==> config.mk <==
export PLATFORM = sky130hd
export DESIGN_NAME = store_unit_flat
export DESIGN_NICKNAME = d
export VERILOG_FILES = /design/src/rtl/store_pkg.sv /design/src/rtl/store_if.sv /design/src/rtl/store_align.sv /design/src/rtl/store_unit.sv /design/src/flat_wrapper.sv
export SDC_FILE = /design/constraint.sdc
export NUM_CORES = 1
export LEC_CHECK = 0
export CELL_PAD_IN_SITES_DETAIL_PLACEMENT = 0
export CELL_PAD_IN_SITES_GLOBAL_PLACEMENT = 2
export CORE_ASPECT_RATIO = 0.5
export CORE_UTILIZATION = 26
export DETAILED_ROUTE_END_ITERATION = 10
export PLACE_DENSITY_LB_ADDON = 0.1
export SLEW_MARGIN = 20
export SYNTH_ARGS = -nofsm -noshare
export SYNTH_HDL_FRONTEND = slang
export SYNTH_HIERARCHICAL = 1
export SYNTH_SLANG_ARGS = --single-unit
==> constraint.sdc <==
create_clock -name clk -period 1.6 [get_ports clk]
set_clock_uncertainty 0.05 [all_clocks]
set_input_delay 0.32 -clock clk [delete_from_list [all_inputs] [get_ports clk]]
set_output_delay 0.32 -clock clk [all_outputs]
set_load 0.02 [all_outputs]
==> src/rtl/store_pkg.sv <==
// store_pkg: funct3 codes, byte-lane base masks and FSM state encoding for the store unit.
package store_pkg;
    localparam int ADDR_W = 32;
    localparam int XLEN = 32;
    localparam logic [2:0] F3_SB = 3'b000;
    localparam logic [2:0] F3_SH = 3'b001;
    localparam logic [2:0] F3_SW = 3'b010;
    localparam logic [3:0] MASK_B = 4'b0001;
    localparam logic [3:0] MASK_H = 4'b0011;
    localparam logic [3:0] MASK_W = 4'b1111;
    typedef enum logic [1:0] {IDLE, LO, HI, DONE} state_t;
endpackage

==> src/rtl/store_if.sv <==
// store_if: request side, memory write port and status of the store unit.
interface store_if;
    import store_pkg::*;
    logic req_valid;
    logic req_ready;
    logic [ADDR_W-1:0] req_addr;
    logic [XLEN-1:0] req_data;
    logic [2:0] req_funct3;
    logic mem_valid;
    logic mem_ready;
    logic [ADDR_W-1:0] mem_addr;
    logic [XLEN-1:0] mem_wdata;
    logic [3:0] mem_wstrb;
    logic done;
    logic err;
    logic busy;
    modport master (
        output req_valid, req_addr, req_data, req_funct3, mem_ready,
        input req_ready, mem_valid, mem_addr, mem_wdata, mem_wstrb, done, err, busy
    );
    modport slave (
        input req_valid, req_addr, req_data, req_funct3, mem_ready,
        output req_ready, mem_valid, mem_addr, mem_wdata, mem_wstrb, done, err, busy
    );
endinterface

==> src/rtl/store_align.sv <==
// store_align: lane-aligns store data and byte strobes across a 64-bit two-word window.
module store_align
    import store_pkg::*;
(
    input  logic [XLEN-1:0] data,
    input  logic [2:0] funct3,
    input  logic [1:0] off,
    output logic [63:0] wide64,
    output logic [7:0] mask8,
    output logic misaligned,
    output logic illegal
);
    logic [3:0] base;
    logic [31:0] masked;
    always_comb begin
        base = funct3 == F3_SB ? MASK_B : funct3 == F3_SH ? MASK_H : funct3 == F3_SW ? MASK_W : 4'b0000;
        masked = data & {{8{base[3]}}, {8{base[2]}}, {8{base[1]}}, {8{base[0]}}};
        wide64 = {32'b0, masked} << {off, 3'b000};
        mask8 = {4'b0000, base} << off;
        illegal = base == 4'b0000;
        misaligned = (funct3 == F3_SH && off[0]) || (funct3 == F3_SW && off != 2'b00);
    end
endmodule

==> src/rtl/store_unit.sv <==
// store_unit: formats SB/SH/SW stores and writes them over a valid/ready memory port.
// STORE_SPLIT_EN: misaligned SH/SW become one or two beats instead of an err pulse.
module store_unit
    import store_pkg::*;
(
    input logic clk,
    input logic rst,
    store_if.slave bus
);
    state_t state, state_nx;
    logic [63:0] wide64;
    logic [7:0] mask8;
    logic misaligned, illegal, reject, has_hi, accept;
    logic [ADDR_W-3:0] word_q;
    logic [31:0] lo_data_q;
    logic [3:0] lo_strb_q;
    logic err_q;
    store_align u_align (
        .data(bus.req_data),
        .funct3(bus.req_funct3),
        .off(bus.req_addr[1:0]),
        .wide64(wide64),
        .mask8(mask8),
        .misaligned(misaligned),
        .illegal(illegal)
    );
    assign accept = bus.req_valid && state == IDLE;
`ifdef STORE_SPLIT_EN
    logic [31:0] hi_data_q;
    logic [3:0] hi_strb_q;
    logic unused_mis;
    assign unused_mis = misaligned;
    assign reject = illegal;
    assign has_hi = |hi_strb_q;
`else
    logic unused_hi;
    assign unused_hi = ^{wide64[63:32], mask8[7:4]};
    assign reject = illegal || misaligned;
    assign has_hi = 1'b0;
`endif
    always_ff @(posedge clk) begin
        if (rst) state <= IDLE;
        else state <= state_nx;
    end
    // Request is captured once; the beat outputs are muxed from these registers.
    always_ff @(posedge clk) begin
        if (rst) begin
            word_q <= '0;
            lo_data_q <= '0;
            lo_strb_q <= '0;
            err_q <= 1'b0;
`ifdef STORE_SPLIT_EN
            hi_data_q <= '0;
            hi_strb_q <= '0;
`endif
        end else if (accept) begin
            word_q <= bus.req_addr[ADDR_W-1:2];
            lo_data_q <= wide64[31:0];
            lo_strb_q <= mask8[3:0];
            err_q <= reject;
`ifdef STORE_SPLIT_EN
            hi_data_q <= wide64[63:32];
            hi_strb_q <= mask8[7:4];
`endif
        end
    end
    always_comb begin
        state_nx = IDLE;
        case (state)
            IDLE: state_nx = bus.req_valid ? (reject ? DONE : LO) : IDLE;
            LO: state_nx = bus.mem_ready ? (has_hi ? HI : DONE) : LO;
            HI: state_nx = bus.mem_ready ? DONE : HI;
            default: state_nx = IDLE;
        endcase
    end
    always_comb begin
        bus.req_ready = state == IDLE;
        bus.busy = state != IDLE;
        bus.done = state == DONE && !err_q;
        bus.err = state == DONE && err_q;
        bus.mem_valid = state == LO || state == HI;
`ifdef STORE_SPLIT_EN
        bus.mem_addr = state == HI ? {word_q + (ADDR_W-2)'(1), 2'b00} : {word_q, 2'b00};
        bus.mem_wdata = state == HI ? hi_data_q : lo_data_q;
        bus.mem_wstrb = state == HI ? hi_strb_q : lo_strb_q;
`else
        bus.mem_addr = {word_q, 2'b00};
        bus.mem_wdata = lo_data_q;
        bus.mem_wstrb = lo_strb_q;
`endif
    end
endmodule

==> src/flat_wrapper.sv <==
// flat-port wrapper written by rule: the top's interface ports become plain ports
module store_unit_flat import store_pkg::*;
  (clk, rst, bus_req_valid, bus_req_addr, bus_req_data, bus_req_funct3, bus_mem_ready, bus_req_ready, bus_mem_valid, bus_mem_addr, bus_mem_wdata, bus_mem_wstrb, bus_done, bus_err, bus_busy);
  store_if bus_i ();
  input logic clk;
  input logic rst;
  input wire logic [$bits(bus_i.req_valid)-1:0] bus_req_valid;
  input wire logic [$bits(bus_i.req_addr)-1:0] bus_req_addr;
  input wire logic [$bits(bus_i.req_data)-1:0] bus_req_data;
  input wire logic [$bits(bus_i.req_funct3)-1:0] bus_req_funct3;
  input wire logic [$bits(bus_i.mem_ready)-1:0] bus_mem_ready;
  output wire logic [$bits(bus_i.req_ready)-1:0] bus_req_ready;
  output wire logic [$bits(bus_i.mem_valid)-1:0] bus_mem_valid;
  output wire logic [$bits(bus_i.mem_addr)-1:0] bus_mem_addr;
  output wire logic [$bits(bus_i.mem_wdata)-1:0] bus_mem_wdata;
  output wire logic [$bits(bus_i.mem_wstrb)-1:0] bus_mem_wstrb;
  output wire logic [$bits(bus_i.done)-1:0] bus_done;
  output wire logic [$bits(bus_i.err)-1:0] bus_err;
  output wire logic [$bits(bus_i.busy)-1:0] bus_busy;
  assign bus_i.req_valid = bus_req_valid;
  assign bus_i.req_addr = bus_req_addr;
  assign bus_i.req_data = bus_req_data;
  assign bus_i.req_funct3 = bus_req_funct3;
  assign bus_i.mem_ready = bus_mem_ready;
  assign bus_req_ready = bus_i.req_ready;
  assign bus_mem_valid = bus_i.mem_valid;
  assign bus_mem_addr = bus_i.mem_addr;
  assign bus_mem_wdata = bus_i.mem_wdata;
  assign bus_mem_wstrb = bus_i.mem_wstrb;
  assign bus_done = bus_i.done;
  assign bus_err = bus_i.err;
  assign bus_busy = bus_i.busy;
  store_unit u_core (.clk(clk), .rst(rst), .bus(bus_i));
endmodule
* Word level (Yosys, flattened, before mapping)
Index checks and enable logic that the tools add are counted.
** Word-level totals
- Bits in registers :: 69
- Output and inout port bits :: 73
- Logic and storage cells :: 35
** Operators by class
- Eq/ne operators :: 5
- Shift-type cells :: 2
- Mux-type cells :: 8
- Bitwise gates (word level) :: 1
- Reduce and logical (&&, ||, !) cells :: 14
** Operators with widths (count)
- AND 32 bit :: 1
- left shift 32 x 5 -> 32 bit :: 1
- 2-to-1 mux 4 bit :: 3
- 2-to-1 mux 2 bit :: 3
- one-hot mux 2 bit (3 select lines) :: 1
- logical AND 1 bit :: 5
- equality test 2 bit, second input constant :: 2
- zero test 4 bit :: 1
- nonzero test 2 bit :: 2
- left shift 4 x 2 -> 4 bit :: 1
- equality test 3 x 1 -> 1 bit, second input constant :: 1
- equality test 3 x 2 -> 1 bit, second input constant :: 1
- zero test 3 bit :: 1
- logical OR 1 bit :: 3
- equality test 2 x 1 -> 1 bit, second input constant :: 1
- zero test 2 bit :: 1
- zero test 1 bit :: 1
- 2-to-1 mux 1 bit :: 1

* Logic depth before layout (Yosys ltp)
Gate-level depths: netlist of run 1.
- Depth after elaboration :: 9
- Mapped depth :: 8
- Mapped depth without buffers :: 5

* Cells and area by module
The synthesis of run 1 kept the hierarchy.
** Modules (own cells, without submodules)
- store_unit :: times used 1, cells each 324, area an instance 3647.2 um^2
- store_align :: times used 1, cells each 155, area an instance 1047.3 um^2

* Worst setup path after synthesis of run 1
No wires, ideal clock.
- Kind :: input to register
- Start point :: input bus_req_funct3[2]
- End point :: register u_core.lo_data_q[21], in the netlist u_core/bus.mem_wdata[21]
- Setup time :: 0.066 ns
- Arrival :: 1.580 ns
- Required time :: 1.484 ns
- Path slack :: -0.096 ns
- Stages :: 8
- Cells stage by stage :: buf_6 or4b_4 buf_6 buf_6 nor2_2 a221o_1 nand3_2 a21oi_2
** On the way
- Word-level cells in the longest chain between the ends :: 6
- Elaborated cells between the ends (all ways) :: 8
- Those cells by class :: 2 x eq/ne; 1 x shift; 3 x mux; 1 x bitwise; 1 x reduce/logical
** Ends and longest elaborated chain
- start: declaration :: line flat_wrapper.sv:10 : input wire logic [$bits(bus_i.req_funct3)-1:0] bus_req_funct3;
- equality test 3 x 2 -> 1 bit :: line store_align.sv:16 : base = funct3 == F3_SB ? MASK_B : funct3 == F3_SH ? MASK_H : funct3 == F3_SW ? MASK_W : 4'b0000;
- 2-to-1 mux 4 bit (2 in series) :: line store_align.sv:16
- 2-to-1 mux 4 bit (*) :: line store_align.sv:16
- AND 32 bit (*) :: line store_align.sv:17 : masked = data & {{8{base[3]}}, {8{base[2]}}, {8{base[1]}}, {8{base[0]}}};
- left shift 32 x 5 -> 32 bit (*) :: line store_align.sv:18 : wide64 = {32'b0, masked} << {off, 3'b000};
- named net u_core.wide64[21] :: line store_unit.sv:11 : logic [63:0] wide64;
- end signal: assignment :: line store_unit.sv:58 : lo_data_q <= wide64[31:0];
- end: declaration :: line store_unit.sv:15 : logic [31:0] lo_data_q;
Mark *: on every way through the listed nets, which the timed path passes. The rest lies on a longest branch.
A chain may end at the register's enable or synchronous reset.

* Worst setup path after layout of run 1
- Start point :: register u_core.state[1]
- End point :: output bus_mem_valid
** On the way
- Word-level cells in the longest chain between the ends :: 2
- Elaborated cells between the ends (all ways) :: 3
- Those cells by class :: 2 x eq/ne; 1 x reduce/logical
** Ends and longest elaborated chain
- start: declaration :: line store_unit.sv:10 : state_t state, state_nx;
- start signal: assignment :: line store_unit.sv:43 : else state <= state_nx;
- equality test 2 x 1 -> 1 bit or equality test 2 bit (tied branches) :: line store_unit.sv:81 : bus.mem_valid = state == LO || state == HI;
- logical OR 1 bit (*) :: line store_unit.sv:81
- end: declaration :: line flat_wrapper.sv:13 : output wire logic [$bits(bus_i.mem_valid)-1:0] bus_mem_valid;
Every way passes the cells marked *; elsewhere a longest branch is shown, timed or not.

==> flow_summary.ini, run 1 <==
[sta]
fmax_mhz = 654
hold_viol = 0
min_period_over_period_pct = 95.6
maxSlewViolCount = 0
min_period_ps = 1530
setup_violations = 0

[worst_setup_path]
r2r_slack_ps = 70
slowest_stage = dfxtp_2
required_ps = 1230
arrival_ps = 1160
cp-end-kind = output pin
max_stage_delay_ps = 350
path_buf_inv = 2
path_max_fanout = 3
rr_worst_depth = 7
regToRegStartpoint = u_core/state[0]
start_kind = flop
crit_family = flip-flops
r2r_end = u_core/bus.mem_wdata[0]
crit_chain = inv_1 -> ha_4 -> buf_2
crit_type = reg2out

[hold_path]
hp-start = rst
min_path_type = in2reg
hold_end = u_core/word_q[6]
min_delay_path_depth = 2

[die]
core_um2 = 16400
dieHeight_um = 93.5
die_w_um = 185
start_util_pct = 26.6
row_count = 33
io_pins = 144
die-area_um2 = 17300

[drt]
wl_per_cell_um = 16.7
drtIter0Drc = 165
drcViolationCount = 0
firstDrtPassIters = 4
routed_via_density = 4.62
ant_nets = 0
vias = 3703
wl_um = 13400

[placement]
place_hpwl_um = 8880
gp_congestion = 0.739
post-place-cells = 780
io_buffer_count = 141

[power_and_ir_drop]
peakVddDrop_v = 0.000652
p_leak_nw = 2.56
p_per_area_nw_per_um2 = 955

[final_layout]
syn_to_final_growth_pct = 46.2
final_cells = 801
final_util_pct = 38.8
fin_nets = 644
diodes = 0
fill_cells = 1731
multi_input_area_um2 = 2590
register_area_um2 = 1380
drive_gt1_share_pct = 38.7

[clocking]
root_buffer = clkbuf_16
cts.clk_slew.worst_paths_ps = 70
cts.sinks = 69
htreeDepth = 3
cts_buffers = 9
holdBufCountCts = 0
clock_latency_ps = 330
clk_path_buf_depth = 2
cts_tree = done

[global_routing]
grt_usage_pct = 15.6
grt_max_degree = 64
antenna_found_initial = 0
grt_pass1_vias = 3683
grt-ovfl-total = 0
grt_pass1_wl_um = 20600

[yosys]
syn_inst = 427
syn_area_per_cell_um2 = 10.2
syn_area_um2 = 4360
ys.warnings.count = 6

[status]
outcome = complete, no violations

[run]
maxCapViolations = 0
-- cell type report --
| class | instances | area share [%] |
|---|---|---|
| Multi-Input combinational cell | 304 | 40.7 |
| Clock inverter | 7 | 1.91 |
| Tap cell | 227 | 4.46 |
| Timing Repair Buffer | 180 | 27.3 |
| Sequential cell | 69 | 21.7 |
| Inverter | 5 | 0.295 |
| Clock buffer | 9 | 3.54 |
-- power by group --
group          switching (mW)  internal (mW)
clock                   0.827           1.53
combinational            1.04          0.791
sequential             0.0540           1.83
total                    1.92           4.16
-- cell usage in the layout (no fill, tap or decap), drive strengths merged, types with 3 or more instances in the layout --
| cell | n |
|---|---|
| nor3 | 4 |
| a221o | 8 |
| bufinv | 3 |
| clkinv | 3 |
| a21bo | 67 |
| a22oi | 8 |
| ha | 4 |
| clkdlybuf4s50 | 63 |
| nor2b | 9 |
| mux2i | 16 |
| and2 | 9 |
| clkbuf | 12 |
| a211oi | 3 |
| nand3 | 66 |
| dfxtp | 69 |
| o22ai | 8 |
| inv | 6 |
| nor2 | 19 |
| buf | 46 |
| dlygate4sd2 | 67 |
| a21oi | 70 |
-- worst max path at each step --
stage | start | slack [ps] | cells after the start | to
2_1_floorplan | bus_req_funct3[2] | -50 | 8 | u_core/bus.mem_wdata[21]
3_3_place_gp | bus_req_funct3[0] | -620 | 6 | u_core/bus.mem_wdata[21]
3_5_place_dp | bus_req_funct3[0] | -640 | 6 | u_core/bus.mem_wdata[21]
4_1_cts | u_core/state[0] | 5 | 3 | bus_req_ready
5_1_grt | u_core/state[0] | -2 | 7 | u_core/bus.mem_wdata[2]
6_report | u_core/state[1] | 70 | 3 | bus_mem_valid
-- flip-flops by register name, indices dropped and copies added (netlist names) --
name / cells
u_core/word_q: 30
u_core/bus.mem_wdata: 32
u_core/bus.mem_wstrb: 4
u_core/err_q: 1
u_core/state: 2
-- per-stage QoR --
| stage | setup slack [ps] | setup TNS (ps) | hold WS (ps) | power [mW] | area [µm²] |
|---|---|---|---|---|---|
| final | 70.9 | 0 | 288 | 6.08 | 6370 |
| after global routing | -1.81 | -1.81 | 299 | 6.39 | 6370 |
| after CTS | 5.20 | 0 | 283 | 6.10 | 6280 |
| after detailed placement | -638 | -16560 | 511 | 3.78 | 6000 |
| after global placement | -619 | -16560 | 509 | 3.78 | 6000 |
| after floorplan | -53.1 | -145 | 400 | 3.10 | 4370 |
-- routing by layer --
metal	wire length [µm]	part of all wire, %	vias to the layer above	track usage (%)
li1	-	-	1831	-
met1	6470	48	1776	20.5
met2	6040	45	87	25.1
met3	743	5.6	9	4.44
met4	104	0.78	0	3.37
met5	0	0	-	0
-- what timing repair did --
| item | CTS | global route |
|---|---|---|
| gates cloned | 1 | 1 |
| setup endpoints to repair | 98 | 27 |
| resized for setup | 95 | 16 |
| pin swaps | 1 | 3 |
| setup buffers | 0 | 3 |
Note: power is estimated with default switching activity, not from simulation.
==> run 2, diff against run 1 <==
PLACE_DENSITY = 0.76   (was not set)
PLACE_DENSITY_LB_ADDON = not set   (was 0.1)
==> run 2 against run 1 <==
  * Hold slack improved by 8.2 ps
  * Critical path depth unchanged
  * Register-to-register slack improved by 30 ps
  * First-iteration DRC count increased by 18%
  * Combinational power decreased by 3%
  * Non-clock buffer count increased by 4
  * Global-route usage decreased by 0.81 points
  * Die area unchanged
  * Routed wire length decreased by 2.7%
  * Clock power decreased by 14%
  * Maximum frequency decreased by 0.87%
  * Critical path type unchanged
  * Largest cell class unchanged
==> flow_summary.ini, run 2 (same netlist as run 1, synthesis figures left out) <==
[worst_setup_path]
required_ps = 1230
crit_family = flip-flops
path_max_fanout = 3
crit_type = reg2out
path_buf_inv = 2
start_kind = flop
cp-end-kind = output pin
max_stage_delay_ps = 350
arrival_ps = 1170
slowest_stage = dfxtp_2
crit_chain = inv_1 -> ha_4 -> buf_2

[power_and_ir_drop]
p_per_area_nw_per_um2 = 904
total_power_mw = 5.70
peakVddDrop_v = 0.000512
p_leak_nw = 2.53

[hold_path]
min_path_type = in2reg

[placement]
gp_congestion = 0.748
place_hpwl_um = 8810
dp_slack_ps = -528
io_buffer_count = 141

[drt]
ant_nets = 0
drtIter0Drc = 194
vias = 3690
routed_via_density = 4.58
firstDrtPassIters = 4
drcViolationCount = 0
wl_um = 13000
wl_per_cell_um = 16.1

[die]
io_pins = 144
die_w_um = 185
die-area_um2 = 17300
row_count = 33
start_util_pct = 26.6
dieHeight_um = 93.5
core_um2 = 16400

[clocking]
clock_latency_ps = 330
cts.clk_slew.worst_paths_ps = 60
cts.sinks = 69
root_buffer = clkbuf_16
htreeDepth = 3
cts_buffers = 9
cts_tree = done
holdBufCountCts = 0
clk_path_buf_depth = 2

[final_layout]
drive_gt1_share_pct = 38.6
fill_cells = 1677
fin_nets = 648
final_cell_mix = dlygate4sd2_1 (69), dfxtp_1 (67), clkdlybuf4s50_1 (63)
layout_commonest_cell = dlygate4sd2_1
largest_reg_flops = 32
syn_to_final_growth_pct = 44.7
diodes = 0

[global_routing]
grt_pass1_vias = 3633
grt_pass1_wl_um = 20000
grt_usage_pct = 14.8
grt_max_degree = 52
grt-ovfl-total = 0
antenna_found_initial = 0

[sta]
maxSlewViolCount = 0
holdWs_ps = 297
min_period_over_period_pct = 96.4
hold_viol = 0
setup_tns_ps = 0
setup_violations = 0
min_period_ps = 1540
fin_ws_ps = 57.4
fmax_mhz = 648

[status]
outcome = complete, no violations

[run]
maxCapViolations = 0
## run 2: final timing paths
path	startpoint	endpoint	slack (ps)	cells past startpoint
max	u_core/state[1]	bus_mem_valid	60	3
min	bus_req_valid	u_core/word_q[2]	300	3
max reg2reg	u_core/state[0]	u_core/bus.mem_wdata[15]	100	6
min reg2reg	u_core/word_q[26]	u_core/word_q[26]	520	2
## run 2: timing repair
action,CTS,global route
gates cloned,1,2
gates resized for setup,94,10
pin swaps,2,1
buffers inserted,2,0
setup endpoints to repair,99,9
## run 2: metrics by stage
step / utilization (%) / area (µm²) / cells
floorplan: - / 4370 / 428
detailed placement: 36.7 / 6020 / 784
CTS: 38.2 / 6260 / 803
global placement: 36.7 / 6020 / 784
finish: 38.4 / 6300 / 805
global route: 38.4 / 6300 / 805
## run 2: cell type report
class / instances / area (µm²) / share of cell area (%)
Sequential cell: 69 / 1380 / 22.0
Inverter: 5 / 18.8 / 0.298
Multi-Input combinational cell: 304 / 2580 / 41.0
Clock inverter: 7 / 75.1 / 1.19
Tap cell: 227 / 284 / 4.51
Clock buffer: 9 / 225 / 3.57
Timing Repair Buffer: 184 / 1730 / 27.5
## run 2: tightest hold or removal path: cells and delay by family
family          cells  cell delay, ps
simple gates        1              90
compound gates      1              40
buf+inv             1             170
## run 2: metal layers
| layer | track usage, % | vias up | part of all wire [%] |
|---|---|---|---|
| met3 | 2.84 | 11 | 3.2 |
| met4 | 3.51 | 0 | 1.2 |
| met1 | 19.5 | 1788 | 48 |
| met2 | 24.7 | 58 | 48 |
| li1 | - | 1833 | - |
| met5 | 0 | - | 0 |
## run 2: power breakdown
part | internal, mW | switching (mW)
sequential | 1.83 | 0.0564
clock | 1.21 | 0.814
combinational | 0.749 | 1.03
==> run 3, diff against run 2 <==
CORE_ASPECT_RATIO = 1.2   (was 0.5)
CTS_BUF_LIST = sky130_fd_sc_hd__clkbuf_4 sky130_fd_sc_hd__clkbuf_8   (was not set)
GPL_TIMING_DRIVEN = 0   (was not set)
==> run 3 against run 2 <==
  * The flow now finishes with violations (setup timing)
  * Total power decreased by 11%
  * Sequential cell count unchanged
  * Maximum frequency decreased by 8.6%
  * Largest power group is now combinational cells
  * Core utilization decreased by 0.26 points
  * Die area decreased by 0.17%
  * Highest routed layer unchanged
  * Routed wire length increased by 5.0%
  * Largest cell class unchanged
  * Non-clock buffer count increased by 8
  * Combinational power increased by 7%
  * Global-route usage increased by 1.3 points
  * Hold slack got worse by 20 ps
==> flow_summary.ini, run 3 (same netlist as run 1, synthesis figures left out) <==
[drt]
routed_via_density = 4.70
firstDrtPassIters = 4
ant_nets = 0
highest_layer = met4
drtIter0Drc = 100
wl_met3_um = 878
wl_um = 13700
wl_met1_um = 6070
wl_per_cell_um = 17.1
drcViolationCount = 0
vias = 3749
wl_met2_um = 6420

[worst_setup_path]
arrival_ps = 1320
start_kind = flop
path_max_fanout = 3
cp-end-kind = output pin
crit_type = reg2out
required_ps = 1230

[placement]
io_buffer_count = 137
gp_congestion = 0.783
placed_cell_area_um2 = 6000
dp_slack_ps = -896
place_hpwl_um = 10100

[die]
row_count = 51
core_um2 = 16300
die_w_um = 120
start_util_pct = 26.7
io_pins = 144
dieHeight_um = 144
die-area_um2 = 17300

[power_and_ir_drop]
peakVddDrop_v = 0.000369
p_leak_nw = 2.51
total_power_mw = 5.08
p_per_area_nw_per_um2 = 815

[global_routing]
grt_usage_pct = 16.1
grt-ovfl-total = 0
grt_pass1_wl_um = 20900
antenna_found_initial = 0
grt_max_degree = 19
grt_pass1_vias = 3809

[clocking]
clock_latency_ps = 360
root_buffer = clkbuf_8
cts.clk_slew.worst_paths_ps = 80
htreeDepth = 3
clk_path_buf_depth = 2
cts_buffers = 9
holdBufCountCts = 0
cts_tree = done
cts.sinks = 69

[status]
violations = setup timing
outcome = finished, violations left

[final_layout]
final_cell_mix = dlygate4sd2_1 (67), dfxtp_1 (67), clkdlybuf4s50_1 (63)
drive_gt1_share_pct = 41.0
diodes = 0
fin_nets = 655
finish.instance_area_um2 = 6240
largest_reg_flops = 32
syn_to_final_growth_pct = 43.2

[sta]
maxSlewViolCount = 0
setup_violations = 2
hold_viol = 0
holdWs_ps = 277
min_period_over_period_pct = 105
min_period_ps = 1690
fmax_mhz = 593
rsz0062_at_grt = yes
fin_ws_ps = -87.7

[run]
maxCapViolations = 0

[hold_path]
min_path_type = in2reg
-- run 3: critical path: stages (launching register included) --
cell and delay, ps:
dfxtp_2 370, inv_2 60, ha_4 160, buf_8 120, buf_12 120, clkinv_4 30
buf_6 100
-- run 3: path summary, 6_finish.rpt --
path | slack [ps] | to | cells past startpoint | start
setup reg to reg | 70 | u_core/bus.mem_wstrb[2] | 7 | u_core/state[1]
hold reg to reg | 520 | u_core/word_q[28] | 2 | u_core/word_q[28]
hold / removal | 280 | u_core/bus.mem_wstrb[2] | 4 | bus_req_addr[1]
setup / recovery | -90 | bus_busy | 6 | u_core/state[1]
-- run 3: repair_timing --
item	in CTS	in global routing
pin swaps	1	1
setup buffers	3	3
setup endpoints to repair	109	37
resized for setup	122	16
-- run 3: area by class of cell --
type,count,area [µm²]
plain buffers,49,462
clock buffers,11,139
clock inverters,5,27.5
fillers,1733,10100
inverters,5,23.8
multi-input cells,303,2620
flip-flops and latches,69,1380
well taps,212,265
repair buffers,143,1320
-- run 3: per-layer routing --
layer | up-vias | track usage, %
met5 | - | 0
met4 | 0 | 7.50
met3 | 19 | 3.81
met2 | 123 | 25.7
met1 | 1757 | 20.2
li1 | 1850 | -
-- run 3: power breakdown --
group,internal (mW),total (mW),switching [mW]
combinational,0.843,1.91,1.07
sequential,1.83,1.89,0.0601
clock,0.586,1.28,0.694
total,3.26,5.08,1.82
-- run 3: stage by stage --
step | cells | utilization (%) | setup TNS [ps]
floorplan | 428 | - | -145
global placement | 777 | 36.8 | -26250
detailed placement | 777 | 36.8 | -27670
CTS | 794 | 38.0 | -135
global route | 797 | 38.2 | -424
finish | 797 | 38.2 | -90.5
